[src/rtl/trap_pkg.sv]
// Shared constants, FSM state type and redirect-target helper for the supervisor trap controller.
// Optional macro TRAP_VECTORED_EN makes stvec[0] writable (vectored interrupt mode).
package trap_pkg;

  localparam logic [11:0] CSR_SSTATUS = 12'h100;
  localparam logic [11:0] CSR_STVEC   = 12'h105;
  localparam logic [11:0] CSR_SEPC    = 12'h141;
  localparam logic [11:0] CSR_SCAUSE  = 12'h142;

  localparam logic [4:0] CAUSE_ILLEGAL   = 5'd2;
  localparam logic [4:0] CAUSE_ECALL_S   = 5'd9;
  localparam logic [4:0] CAUSE_IRQ_S_EXT = 5'd9;

  localparam int SSTATUS_SIE  = 1;
  localparam int SSTATUS_SPIE = 5;

  // Bits of stvec that hold state; the mode bit only exists in the vectored build.
`ifdef TRAP_VECTORED_EN
  localparam logic [31:0] STVEC_WMASK = 32'hFFFF_FFFD;
`else
  localparam logic [31:0] STVEC_WMASK = 32'hFFFF_FFFC;
`endif

  typedef enum logic [1:0] {
    ST_IDLE   = 2'd0,
    ST_SAVE   = 2'd1,
    ST_VECTOR = 2'd2,
    ST_RETURN = 2'd3
  } trap_state_e;

  // stvec[0] can only be set when the vectored build is enabled, so this is base-only otherwise.
  function automatic logic [31:0] trap_target(input logic [31:0] stvec,
                                              input logic        is_irq,
                                              input logic [4:0]  cause);
    logic [31:0] base;
    base = stvec & 32'hFFFF_FFFC;
    if (stvec[0] && is_irq) return base + {25'b0, cause, 2'b00};
    return base;
  endfunction

endpackage

[src/rtl/trap_csr_regs.sv]
// Supervisor trap CSR storage (sstatus.SIE/SPIE, stvec, sepc, scause) and combinational read mux.
// Honours TRAP_VECTORED_EN through trap_pkg::STVEC_WMASK.
module trap_csr_regs
  import trap_pkg::*;
#(
  parameter logic [31:0] RESET_STVEC = 32'h0000_0100
) (
  input  logic        clk_i,
  input  logic        rst_i,
  input  logic        csr_we_i,
  input  logic [11:0] csr_addr_i,
  input  logic [31:0] csr_wdata_i,
  input  logic        save_i,
  input  logic [31:0] save_pc_i,
  input  logic [31:0] save_cause_i,
  input  logic        ret_i,
  output logic [31:0] csr_rdata_o,
  output logic [31:0] stvec_o,
  output logic [31:0] sepc_o,
  output logic        sie_o
);

  logic        sie_q, sie_d;
  logic        spie_q, spie_d;
  logic [31:0] stvec_q, stvec_d;
  logic [31:0] sepc_q, sepc_d;
  logic [31:0] scause_q, scause_d;

  // Trap entry/exit and software writes are mutually exclusive by construction in the FSM.
  always_comb begin
    sie_d    = sie_q;
    spie_d   = spie_q;
    stvec_d  = stvec_q;
    sepc_d   = sepc_q;
    scause_d = scause_q;
    if (save_i) begin
      sepc_d   = save_pc_i & 32'hFFFF_FFFC;
      scause_d = save_cause_i;
      spie_d   = sie_q;
      sie_d    = 1'b0;
    end else if (ret_i) begin
      sie_d  = spie_q;
      spie_d = 1'b1;
    end else if (csr_we_i) begin
      case (csr_addr_i)
        CSR_SSTATUS: begin
          sie_d  = csr_wdata_i[SSTATUS_SIE];
          spie_d = csr_wdata_i[SSTATUS_SPIE];
        end
        CSR_STVEC:  stvec_d  = csr_wdata_i & STVEC_WMASK;
        CSR_SEPC:   sepc_d   = csr_wdata_i & 32'hFFFF_FFFC;
        CSR_SCAUSE: scause_d = csr_wdata_i;
        default: ;
      endcase
    end
  end

  always_ff @(posedge clk_i) begin
    if (rst_i) begin
      sie_q    <= 1'b0;
      spie_q   <= 1'b0;
      stvec_q  <= RESET_STVEC & STVEC_WMASK;
      sepc_q   <= '0;
      scause_q <= '0;
    end else begin
      sie_q    <= sie_d;
      spie_q   <= spie_d;
      stvec_q  <= stvec_d;
      sepc_q   <= sepc_d;
      scause_q <= scause_d;
    end
  end

  always_comb begin
    csr_rdata_o = '0;
    case (csr_addr_i)
      CSR_SSTATUS: begin
        csr_rdata_o[SSTATUS_SIE]  = sie_q;
        csr_rdata_o[SSTATUS_SPIE] = spie_q;
      end
      CSR_STVEC:  csr_rdata_o = stvec_q;
      CSR_SEPC:   csr_rdata_o = sepc_q;
      CSR_SCAUSE: csr_rdata_o = scause_q;
      default:    csr_rdata_o = '0;
    endcase
  end

  assign stvec_o = stvec_q;
  assign sepc_o  = sepc_q;
  assign sie_o   = sie_q;

endmodule

[src/rtl/trap_ctrl.sv]
// Supervisor trap controller: arbitrates exception / interrupt / sret at commit and sequences
// flush, CSR save/restore and fetch redirect. Macro TRAP_VECTORED_EN enables vectored interrupts.
module trap_ctrl
  import trap_pkg::*;
#(
  parameter logic [31:0] RESET_STVEC = 32'h0000_0100
) (
  input  logic        clk,
  input  logic        rst,
  input  logic [31:0] pc,
  input  logic        exc_valid,
  input  logic [4:0]  exc_cause,
  input  logic        irq_pending,
  input  logic        sret,
  input  logic        csr_we,
  input  logic [11:0] csr_addr,
  input  logic [31:0] csr_wdata,
  output logic [31:0] csr_rdata,
  output logic        busy,
  output logic        flush,
  output logic        redirect_valid,
  output logic [31:0] redirect_pc
);

  trap_state_e state_q;
  logic [31:0] pc_q;
  logic [4:0]  cause_q;
  logic        irq_q;
  logic        redirect_valid_q;
  logic [31:0] redirect_pc_q;

  logic        idle, sie;
  logic        exc_take, irq_take, ret_take, trap_take;
  logic [31:0] stvec, sepc;

  // Fixed priority: exception, then enabled interrupt, then sret; only one wins per cycle.
  assign idle      = (state_q == ST_IDLE);
  assign exc_take  = idle & exc_valid;
  assign irq_take  = idle & ~exc_valid & irq_pending & sie;
  assign ret_take  = idle & ~exc_valid & ~(irq_pending & sie) & sret;
  assign trap_take = exc_take | irq_take;

  assign flush          = (trap_take | ret_take) & ~rst;
  assign busy           = ~idle;
  assign redirect_valid = redirect_valid_q;
  assign redirect_pc    = redirect_pc_q;

  trap_csr_regs #(
    .RESET_STVEC (RESET_STVEC)
  ) u_regs (
    .clk_i        (clk),
    .rst_i        (rst),
    .csr_we_i     (idle & csr_we & ~trap_take & ~ret_take),
    .csr_addr_i   (csr_addr),
    .csr_wdata_i  (csr_wdata),
    .save_i       (state_q == ST_SAVE),
    .save_pc_i    (pc_q),
    .save_cause_i ({irq_q, 26'b0, cause_q}),
    .ret_i        (state_q == ST_RETURN),
    .csr_rdata_o  (csr_rdata),
    .stvec_o      (stvec),
    .sepc_o       (sepc),
    .sie_o        (sie)
  );

  // redirect_valid is loaded on entry to VECTOR/RETURN so it is high for exactly that state.
  always_ff @(posedge clk) begin
    if (rst) begin
      state_q          <= ST_IDLE;
      pc_q             <= '0;
      cause_q          <= '0;
      irq_q            <= 1'b0;
      redirect_valid_q <= 1'b0;
      redirect_pc_q    <= '0;
    end else begin
      redirect_valid_q <= 1'b0;
      case (state_q)
        ST_IDLE: begin
          if (trap_take) begin
            state_q <= ST_SAVE;
            pc_q    <= pc;
            cause_q <= exc_take ? exc_cause : CAUSE_IRQ_S_EXT;
            irq_q   <= irq_take;
          end else if (ret_take) begin
            state_q          <= ST_RETURN;
            redirect_valid_q <= 1'b1;
            redirect_pc_q    <= sepc;
          end
        end
        ST_SAVE: begin
          state_q          <= ST_VECTOR;
          redirect_valid_q <= 1'b1;
          redirect_pc_q    <= trap_target(stvec, irq_q, cause_q);
        end
        ST_VECTOR: state_q <= ST_IDLE;
        ST_RETURN: state_q <= ST_IDLE;
        default:   state_q <= ST_IDLE;
      endcase
    end
  end

endmodule
[config.mk]
export PLATFORM = sky130hd
export DESIGN_NAME = trap_ctrl
export DESIGN_NICKNAME = d
export VERILOG_FILES = /design/src/rtl/trap_pkg.sv /design/src/rtl/trap_csr_regs.sv /design/src/rtl/trap_ctrl.sv
export SDC_FILE = /design/constraint.sdc
export NUM_CORES = 1
export LEC_CHECK = 0
export CELL_PAD_IN_SITES_DETAIL_PLACEMENT = 0
export CELL_PAD_IN_SITES_GLOBAL_PLACEMENT = 2
export CORE_AREA = 2 2 143 200
export CTS_BUF_LIST = sky130_fd_sc_hd__clkbuf_4 sky130_fd_sc_hd__clkbuf_8
export DETAILED_ROUTE_END_ITERATION = 8
export DIE_AREA = 0 0 145 202
export PLACE_DENSITY_LB_ADDON = 0.1
export SLEW_MARGIN = 10
export SYNTH_ARGS = -nofsm -noshare
export SYNTH_HDL_FRONTEND = slang
export SYNTH_SLANG_ARGS = --single-unit
[constraint.sdc]
create_clock -name clk -period 1.7 [get_ports clk]
set_clock_uncertainty 0.15 [all_clocks]
set_input_delay 0.17 -clock clk [delete_from_list [all_inputs] [get_ports clk]]
set_output_delay 0.17 -clock clk [all_outputs]
set_load 0.005 [all_outputs]
# Word level (Yosys, flattened, before mapping)
# Cells that the tools add are included.
[op_classes]
bitwise_logic = 21
n_shift = 0
n_eq_ne = 11
n_mux = 33
div = 0
reduce_logical = 19
n_addsub = 0
order_cmp = 0
mul = 0
[op_table]
columns = ["operator", "n"]
rows = [
  ["32-bit two-way mux", 11],
  ["26-bit case mux with 3 select lines", 1],
  ["32-bit case mux with 2 select lines", 1],
  ["12-bit by 9-bit == test with 1-bit output, second input constant", 4],
  ["1-bit two-way mux", 12],
  ["3-bit AND reduction", 4],
  ["2-bit nonzero test", 6],
  ["1-bit bitwise AND", 11],
  ["3-bit case mux with 3 select lines", 1],
  ["1-bit NOT", 8],
  ["2-bit case mux with 3 select lines", 1],
  ["2-bit AND reduction", 3],
  ["3-bit nonzero test", 2],
  ["5-bit two-way mux", 1],
  ["2-bit == test, second input constant", 2],
  ["2-bit two-way mux", 2],
  ["2-bit by 1-bit inequality test with 1-bit output, second input constant", 2],
  ["1-bit case mux with 2 select lines", 2],
  ["1-bit case mux with 4 select lines", 1],
  ["4-bit AND reduction", 1],
  ["2-bit OR reduction", 2],
  ["3-bit by 1-bit inequality test with 1-bit output, second input constant", 1],
  ["2-bit by 1-bit == test with 1-bit output, second input constant", 1],
  ["2-bit zero test", 1],
  ["other kinds (2)", 3],
]
[totals]
ramBits = 0
elab_cells = 96
latch_bits = 0
reg_bits = 167
romBits = 0
mem_count = 0
inputBits = 87
out_inout_bits = 67

# Logic depth before layout (Yosys ltp)
[depth]
depth_word = 11
depth_mapped = 8
depth_no_buf = 4

# By module
# From an unflattened synthesis, not the netlist that was laid out.
[unflattened]
hier_cells = 942
hier_area_um2 = 8210.4
[by_module_without_submodules]
columns = ["module", "n_inst", "seq_area_each_um2", "area_per_inst_um2", "cells_each"]
rows = [
  ["trap_csr_regs", 1, 1881.8, 4518.1, 491],
  ["trap_ctrl", 1, 1461.4, 3692.3, 451],
]

# Least setup slack after synthesis
# Ideal clock, no wire load.
[synth_path]
path_type = "register -> register"
from = "register state_q[0]"
to = "register u_regs.scause_q[11]"
stages_incl_launch_ff = 8
t_required_ns = 1.480
slack_ns = -0.167
path_buffers = 3
period_less_slack_ns = 1.867
setup_ns = 0.070
arrival_ns = 1.647
path_cell_list = "dfxtp_1 buf_2 a2111oi_4 and3_1 buf_4 clkbuf_1 nand3_1 a21oi_1"
[synth_between]
elab_chain_len = 9
elab_cells_between_ends = 18
cone_classes = "2 x eq/ne; 13 x bitwise; 3 x reduce/logical"
[synth_lines]
columns = ["item", "line_no", "text"]
rows = [
  ["start: declaration", "trap_ctrl.sv:25", "trap_state_e state_q;"],
  ["start signal: assignment", "trap_ctrl.sv:69", "state_q <= ST_IDLE;"],
  ["start signal: assignment", "trap_ctrl.sv:80", "state_q <= ST_SAVE;"],
  ["start signal: assignment", "trap_ctrl.sv:85", "state_q <= ST_RETURN;"],
  ["2-bit zero test", "trap_ctrl.sv:37", "assign idle = (state_q == ST_IDLE);"],
  ["1-bit bitwise AND", "trap_ctrl.sv:39, trap_ctrl.sv:40", ""],
  ["1-bit bitwise AND (2 in series)", "trap_ctrl.sv:39", "assign irq_take = idle & ~exc_valid & irq_pending & sie;"],
  ["1-bit OR", "trap_ctrl.sv:41", "assign trap_take = exc_take | irq_take;"],
  ["1-bit NOT", "trap_ctrl.sv:53", ".csr_we_i (idle & csr_we & ~trap_take & ~ret_take),"],
  ["1-bit bitwise AND (2 in series)", "trap_ctrl.sv:53", ""],
  ["3-bit AND reduction (no source line)", "--", ""],
  ["end signal: assignment", "trap_csr_regs.sv:70", "scause_q <= scause_d;"],
  ["end: declaration", "trap_csr_regs.sv:27", "logic [31:0] scause_q, scause_d;"],
]
# Several ways; a longest one is shown, not always the timed one.
# A chain may end at the register's enable or synchronous reset.

# Worst setup path after layout
[layout_path]
from = "input port csr_addr[9]"
to = "output port csr_rdata[27]"
[layout_between]
elab_chain_len = 2
elab_cells_between_ends = 4
cone_classes = "3 x eq/ne; 1 x mux"
[layout_lines]
columns = ["item", "line_no", "text"]
rows = [
  ["start: declaration", "trap_ctrl.sv:16", "input logic [11:0] csr_addr,"],
  ["12-bit by 9-bit == test with 1-bit output", "trap_csr_regs.sv:76", "case (csr_addr_i)"],
  ["26-bit case mux with 3 select lines *", "trap_csr_regs.sv:76", ""],
  ["end: declaration", "trap_ctrl.sv:18", "output logic [31:0] csr_rdata,"],
]
# Mark *: on every way between the ends. The rest lies on a longest branch, timed or not.

==> metrics.txt <==
status finished, violations left; failing checks negative setup slack; Via density about 5.3; pre-CTS WS -1060 ps; Post-synth EDFFs 0; Max Slew Vio Count 0; placer congestion estimate ~0.78; Core Util, Final between 50% and 60%; CTS Sinks around 160; Crit-path slowest cell or3b_4; I/O pin count 154; synth warn 0; RSZ-0062 raised after global routing yes; largest net degree at the start of global routing 77; CTS Root Cell clkbuf_8; Static Leak slightly above 5 nW; crit-path max cell delay 430 ps; Num CTS Buffers 17; PnR worst setup slack -392 ps; Layout area overhead 89.3%; IO Port Bufs approximately 150; crit path launch type input pin; setup_tns -30440 ps; Pre-antenna DRT Iters 4; xor and xnor area share after synthesis 0%; Mapped Cells about 950; mux contribution to synthesized area 0%; Fmax around 0.48 GHz; cell chain of the critical path buf_6 -> or3b_4 -> nor4_4 -> buf_6 -> buf_12 -> buf_6 -> buf_6 -> nand2_1 -> nand2_1 -> buf_2; DRC 0; Tmin final roughly 2100 ps; WS Path Type input pin to output port; Die ar. between 0.02 and 0.03 mm^2; Mapped Area roughly 0.0073 mm^2; antenna cells 0; fin crit share 123%; CP most frequent cell buf_6; CP max FO 5; CP Capture Type output port; Hold Vio Cnt, Final 0; first-pass GRT wire length between 50000 and 60000 um; FP Rows between 70 and 80; combinational family with the most area after synthesis compound AO/OA/AOI/OAI gates; Core Region between 0.02 and 0.03 mm^2; Post-synth ARST share 0%; dpl cell area ~0.01 mm^2; antenna viol nets, final 0; clock transition at the registers of the reported paths approximately 90 ps; Compound-Gate Fraction of Synth Area 29.5%; vias 8506; Synth Area in Adders 0%; flops & latches, synth around 160; WHS about 53 ps; Syn Area/Cell about 7.7 um^2; Primary FF master, synth dfxtp_1; First DRT Iteration DRCs roughly 500; Worst Tran Pin Value about 560 ps; share of cells above drive strength 1 roughly 50%; clk buf depth 2; Slew Limit Headroom between 60 and 70%; initial antenna violation count 0; final setup fails between 150 and 200; total global routing track utilization 23.8%; grt ovf 0; hold_buf cts 0; die height 202 um; routed wire length per instance between 20 and 25 um; fin nets ~1300; Distinct cells, synth 41; post-synthesis sequential area ratio between 40% and 50%; WP data arrival about 1800 ps; clk_lat worst skew 490 ps; DRT Wirelength approximately 37000 um; vias in the first global route 8509; Max-cap violations 0; Simple-Gate Fraction of Synth Area just under 20%; DP Wirelength between 20000 and 25000 um; Req. time, crit path about 1400 ps; Initial Util between 20% and 30%; HP Class input pin to flip-flop; CTS tree done; finished layout cell area between 0.01 and 0.015 mm^2; peak supply drop ~0.52 mV; Power Density ~750 mW/mm^2; H-tree depth 4; most frequent cells in the layout 141 x nand2_1, 141 x dfxtp_1, 94 x clkdlybuf4s50_1; Die W about 150 um
flip-flops by register name, summed over array words and instances (netlist names):
| name | flops |
|---|---|
| cause_q | 5 |
| redirect_valid | 1 |
| pc_q | 30 |
| u_regs.scause_q | 32 |
| u_regs.spie_q | 1 |
| u_regs.sepc_o | 30 |
| state_q | 2 |
| irq_q | 1 |
| u_regs.sie_o | 1 |
| redirect_pc | 30 |
| u_regs.stvec_o | 30 |
final timing paths:
kind	end	cells after the start	slack (ps)	start
max	csr_rdata[27]	10	-390	csr_addr[9]
min	pc_q[10]$_SDFFE_PP0P_	3	50	rst
max reg2reg	redirect_pc[27]$_SDFFE_PP0P_	8	-320	state_q[0]$_SDFFE_PP0P_
min reg2reg	pc_q[3]$_SDFFE_PP0P_	2	310	pc_q[3]$_SDFFE_PP0P_
metrics by stage:
step	cells	total power, W
detailed placement	1468	0.00585
global route	1614	0.0108
CTS	1598	0.0101
global placement	1468	0.00584
finish	1614	0.0104
floorplan	953	0.00496
worst max-delay path: cells and delay by family:
family                 cells  cell delay (ps)
AND/OR/NAND/NOR            4              890
buffers and inverters      6              690
where the power goes:
| part | leakage [nW] | switching, W | internal (W) |
|---|---|---|---|
| clock | 0.230 | 0.00166 | 0.00179 |
| combinational | 3.52 | 0.00130 | 0.00140 |
| sequential | 1.34 | 0.000199 | 0.00406 |
per-layer routing:
layer	GRT usage [%]	up-vias	routed length, um	share of wire (%)
li1	-	4039	-	-
met1	31.2	4213	16200	44
met2	39.8	209	18400	50
met3	4.40	45	1320	3.6
met4	7.71	0	738	2.0
met5	0	-	0	0
cells by family after synthesis:
kind of cell    Yosys count
simple gates            323
buf+inv                 103
flops                   163
compound gates          362
other cells               1
layout make-up:
cell class	instances	area [um^2]
clock buffer	18	241
clock inverter	14	225
fill	2616	13600
inverter	5	18.8
multi-input combinational	688	5490
sequential	163	3300
tap	370	463
timing repair buffer	356	4130
what timing repair did:
item,4_1_cts,5_1_grt
setup endpoints to repair,188,202
setup buffers,66,36
pin swaps,149,133
gates resized for setup,472,338
gates cloned,33,8
Yosys cell counts (all sizes together), types with 2 or more instances:
master / number / area, um^2
dfxtp: 163 / 3260
a22oi: 3 / 22.5
o31ai: 4 / 30.0
or3: 2 / 12.5
clkbuf: 68 / 255
and4: 2 / 17.5
a21oi: 121 / 606
a32oi: 32 / 280
nand2: 184 / 691
inv: 5 / 18.8
nor2b: 3 / 18.8
buf: 30 / 186
nand2b: 3 / 18.8
a31oi: 36 / 225
nor2: 39 / 146
and2: 3 / 18.8
nand3: 59 / 295
o21ai: 127 / 639
nor4b: 3 / 26.3
o221a: 2 / 22.5
a311oi: 30 / 263
nand4: 7 / 43.8
and3: 5 / 31.3
nor3: 7 / 35.0
a41oi: 2 / 17.5
(Power assumes the default switching activity.)
